[config.mk]
export PLATFORM = sky130hd
export DESIGN_NAME = pwm_peripheral
export DESIGN_NICKNAME = d
export VERILOG_FILES = /design/src/rtl/pwm_peripheral.sv
export SDC_FILE = /design/constraint.sdc
export NUM_CORES = 1
export LEC_CHECK = 0
export ABC_CLOCK_PERIOD_IN_PS = 4700
export CAP_MARGIN = 5
export CORE_UTILIZATION = 48
export CTS_CLUSTER_DIAMETER = 200
export DETAILED_ROUTE_END_ITERATION = 8
export PLACE_DENSITY = 0.82
export SLEW_MARGIN = 30
export SYNTH_ARGS = -nofsm -noshare
export SYNTH_HDL_FRONTEND = slang
export SYNTH_SLANG_ARGS = --single-unit
[constraint.sdc]
create_clock -name clk -period 4.7 [get_ports clk]
set_clock_uncertainty 0.1 [all_clocks]
set_input_delay 0.705 -clock clk [delete_from_list [all_inputs] [get_ports clk]]
set_output_delay 0.705 -clock clk [all_outputs]
set_load 0.02 [all_outputs]
[src/rtl/pwm_peripheral.sv]
// 16-channel output stage: each channel forced low, held high, or driven by a shared 8-bit PWM.
// The duty value is shadowed and reloaded only at the period boundary.
module pwm_peripheral #(
  parameter int unsigned CLK_DIV = 13
) (
  input  logic        clk,
  input  logic        rst_n,
  input  logic [7:0]  en_reg_out_7_0,
  input  logic [7:0]  en_reg_out_15_8,
  input  logic [7:0]  en_reg_pwm_7_0,
  input  logic [7:0]  en_reg_pwm_15_8,
  input  logic [7:0]  pwm_duty_cycle,
  output logic [15:0] out,
  output logic        period_start
);

  localparam int unsigned PreW = (CLK_DIV > 1) ? $clog2(CLK_DIV) : 1;
  localparam logic [PreW-1:0] PreMax = PreW'(CLK_DIV - 1);

  logic [PreW-1:0] r_pre;
  logic [7:0]      r_cnt;
  logic [7:0]      r_duty;
  logic [15:0]     r_out;
  logic            r_period_start;

  logic            w_tick;
  logic            w_wrap;
  logic [7:0]      w_cnt_d;
  logic [7:0]      w_duty_d;
  logic            w_pwm_d;
  logic [15:0]     w_en_out;
  logic [15:0]     w_en_pwm;
  logic [15:0]     w_out_d;

  // The PWM level is evaluated on next-state counter/duty so the registered output
  // rises in the same cycle that period_start is asserted.
  always_comb begin
    w_tick   = (r_pre == PreMax);
    w_wrap   = w_tick && (r_cnt == 8'hFF);
    w_cnt_d  = w_tick ? r_cnt + 8'd1 : r_cnt;
    w_duty_d = w_wrap ? pwm_duty_cycle : r_duty;
    w_pwm_d  = (w_duty_d == 8'hFF) || (w_cnt_d < w_duty_d);
    w_en_out = {en_reg_out_15_8, en_reg_out_7_0};
    w_en_pwm = {en_reg_pwm_15_8, en_reg_pwm_7_0};
    w_out_d  = w_en_out & (~w_en_pwm | {16{w_pwm_d}});
  end

  always_ff @(posedge clk or negedge rst_n) begin
    if (!rst_n) begin
      r_pre          <= '0;
      r_cnt          <= 8'h00;
      r_duty         <= 8'h00;
      r_out          <= 16'h0000;
      r_period_start <= 1'b0;
    end else begin
      r_pre          <= w_tick ? '0 : r_pre + PreW'(1);
      r_cnt          <= w_cnt_d;
      r_duty         <= w_duty_d;
      r_out          <= w_out_d;
      r_period_start <= w_wrap;
    end
  end

  assign out          = r_out;
  assign period_start = r_period_start;

endmodule

==> results.txt <==
The initial core utilization is 49.9%. Per report_power, the clock group accounts for 27.9% of the total. In the final timing run, aggregate negative setup slack is 0 ns. For this run, the leading register cell type out of synthesis is sky130_fd_sc_hd__dfrtp_1. The net count reported at finish came out at 252. The number of nets produced by synthesis is 187. Among all stages on the critical path, the largest delay is contributed by sky130_fd_sc_hd__dfrtp_1. The root cell of the clock tree is sky130_fd_sc_hd__clkbuf_4. The average size of a mapped cell came out at 12.3 µm².

The required time of the worst setup path came out at 4.85 ns. 59 I/O pins were placed. The worst hold margin came out at 0.395 ns. For this run, design rule violations remaining after detail routing come to 0. Setup repair after global routing left no endpoint under its margin. The arrival time of data at the critical path endpoint is 3.19 ns.

The final weighted congestion in routability-driven placement is 0.914. In the finished design, the share of the clock period the worst path needs comes to 64.7%. The sequential share of power came out at 59.0%. The critical path buffer and inverter count came out at 3. The number of hold violations in the final report is 0. By area the synthesized netlist is led by sky130_fd_sc_hd__dfrtp_1 (56%), sky130_fd_sc_hd__ha_1 (7.5%), sky130_fd_sc_hd__a21boi_2 (6.8%). In the layout the commonest cells are sky130_fd_sc_hd__clkdlybuf4s50_1 (58), sky130_fd_sc_hd__dfrtp_1 (37), sky130_fd_sc_hd__inv_1 (12). The area of the die came out at 3710 µm². The die boundary width is 60.9 µm. The cell internal power dissipation came out at 432 µW. Summed over all nets, the switching power comes to 123 µW. The total number of clock tree sinks came out at 37.

The largest fanout on the critical path came out at 16. The first-pass detailed-route iteration total came out at 4. Net switching is 22.2% of the power. Input and output buffers added on the ports amount to 58.

The library cell used most frequently in the layout, excluding fill and tap cells, is sky130_fd_sc_hd__clkdlybuf4s50_1. The minimum period implied by the final worst setup slack is 3.04 ns. The worst setup path is captured at a register.

The maximum number of pins on one net before global-route repair is 38. The residual antenna-violating net count after detailed routing is 0. The part of the Yosys area used for sequential elements is 55.6%. The die boundary height is 60.9 µm. In the routed layout, each cell is associated on average with a via count of 5.04. The clock transition at the register clock pins on the worst setup and hold paths after CTS came out at 0.10 ns. The number of flops mapped to enable cells by yosys came out at 0. TritonCTS built the clock tree. The count of hold-fix buffers inserted at cts came out at 0.

The minimum setup slack among reg-to-reg paths is 1.66 ns. The flow ran to the end, and the final reports show no timing, DRC or antenna violations. The remaining max-slew budget at the tightest pin is 70.4%. The maximum vdd drop came out at 0.161 mV. The fmax is 329 MHz. The transition time at the pin with the least slew margin came out at 0.444 ns. The kind of start point of the critical path is a register. The synthesized design spends more area on one cell type than any other, namely sky130_fd_sc_hd__dfrtp_1. The HPWL reported at the end of detailed placement came out at 2.70 mm. The distinct cell type count after synthesis is 28. The area of the core came out at 3340 µm². In this run, post-CTS repair resized a total of 0 instances. The number of global-route vias before repair was 1258. The clock latency of the later-clocked register in the worst-skew pair is 0.33 ns. The total inserted antenna cells is 0. Global routing used 20.5% of the available tracks across all layers. The initial DRC count came out at 76. The longest clock path from root to sink contains 2 buffers. The area share of the largest cell type after synthesis is 55.6%. The leakage component of the power came out at 1.04 nW. The number of buffers added for setup after CTS came out at 0. The class of the most critical hold timing path is reg -> reg.

Compared with the post-synthesis result, the final layout area differs by 41.2%. In the final layout, the share of cells above drive strength 1 is 10.9%. The setup path with the least slack is of type reg -> reg. The flip-flop and latch count after synthesis came out at 37. The kind of cell with the highest combined delay along the critical path is compound AO/OA/AOI/OAI gates. The routed length per placed instance is 13.9 µm. The gate count after technology mapping came out at 135. For this run the aggregate overflow at the end of global routing stands at 0. The count of final setup violators came out at 0. The number of levels in the clock H-tree is 2. The ratio of total power to cell area came out at 236 nW/µm².

The number of vias after detailed routing is 1246. The site row count is 21. For this run, the number of Yosys warnings is 0.

The cell area after synthesis is 1660 µm². The fraction of synthesis flops using an asynchronous set or reset pin came out at 100%. The relative contribution of combinational cells to total power came out at 13.1%. Across the run, the number of max-cap violations was 0.

The TritonCTS buffer count came out at 5. The number of antenna violations at the first check in global routing was 0. The critical path's largest stage delay is 0.42 ns. After detailed routing, the total wire length is 3.43 mm.

The max-slew violation total from the final report is 0. Walking the worst path, the cells encountered are inv_1 > ha_1 > nand4_2 > nor3_1 > buf_4 > mux2i_1 > ha_1 > a21oi_1 > a21oi_1 > a211oi_1 > a211oi_2 > buf_4 > a21boi_0. The first global-routing pass estimated 5.35 mm of wire.
worst reg2reg max path, cell delays in order (launching register included):
cell                       delay (ns)
sky130_fd_sc_hd__dfrtp_1         0.42
sky130_fd_sc_hd__inv_1           0.09
sky130_fd_sc_hd__ha_1            0.20
sky130_fd_sc_hd__nand4_2         0.12
sky130_fd_sc_hd__nor3_1          0.19
sky130_fd_sc_hd__buf_4           0.23
sky130_fd_sc_hd__mux2i_1         0.30
sky130_fd_sc_hd__ha_1            0.30
sky130_fd_sc_hd__a21oi_1         0.14
sky130_fd_sc_hd__a21oi_1         0.08
sky130_fd_sc_hd__a211oi_1        0.25
sky130_fd_sc_hd__a211oi_2        0.11
sky130_fd_sc_hd__buf_4           0.23
sky130_fd_sc_hd__a21boi_0        0.19
cells in the mapped netlist, drive strengths merged (3+ instances only):
cell    instances
nand2           6
mux2i           6
nor2            5
ha             10
a21boi         16
inv            12
buf             3
a21oi           4
nand4           9
xnor2           7
nand3           4
dfrtp          37
state kept, by name (all words and copies together), names as in the netlist:
register and flops:
r_pre 4, period_start 1, r_cnt 8, out 16, r_duty 8
power by group through the flow:
stage          sequential [mW]  clock [mW]  combinational (mW)
4_1_cts                  0.327       0.159              0.0742
3_3_place_gp             0.333           0              0.0725
6_report                 0.327       0.155              0.0729
2_1_floorplan            0.343           0             0.00672
5_1_grt                  0.328       0.176              0.0777
3_5_place_dp             0.333           0              0.0739
layout make-up:
class                      count  area (µm²)
multi-input combinational     83         669
fill                         255         987
inverter                      12        45.0
clock buffer                   8        48.8
sequential                    37         926
timing repair buffer          61         603
tap                           46        57.6
per-layer routing:
metal | wire (µm) | part of all wire [%] | GRT usage [%] | up-vias
met4 | 17 | 0.50 | 6.82 | 0
met1 | 1360 | 40 | 22.7 | 602
met3 | 265 | 7.7 | 9.59 | 2
li1 | - | - | - | 602
met2 | 1790 | 52 | 35.0 | 40
met5 | 0 | 0 | 0 | -
logic make-up after synthesis:
logic type	Yosys count	share of synthesized area, %
flops	37	55.6
simple gates	31	10.0
xor+xnor	8	4.21
fa+ha+maj	10	7.52
mux	8	4.96
buf+inv	15	4.13
compound gates	26	13.5
final timing paths:
path / from / end / cells after the start
setup / recovery: r_pre[0] / out[0] / 13
hold / removal: r_pre[0] / r_pre[0] / 1
setup reg to reg: r_pre[0] / out[0] / 13
hold reg to reg: r_pre[0] / r_pre[0] / 1
max in group asynchronous: rst_n / out[14] / 2
min in group asynchronous: rst_n / r_pre[3] / 2
metrics by stage:
stage / power [mW] / utilization (%) / instance area [µm²] / cells / setup WS (ns)
finish: 0.555 / 70.4 / 2350 / 247 / 1.66
global route: 0.582 / 70.4 / 2350 / 247 / 1.41
floorplan: 0.349 / - / 1660 / 135 / 1.78
CTS: 0.560 / 70.4 / 2350 / 247 / 1.67
global placement: 0.406 / 69.0 / 2300 / 239 / 1.77
detailed placement: 0.407 / 69.0 / 2300 / 239 / 1.72
(Power assumes the default switching activity.)
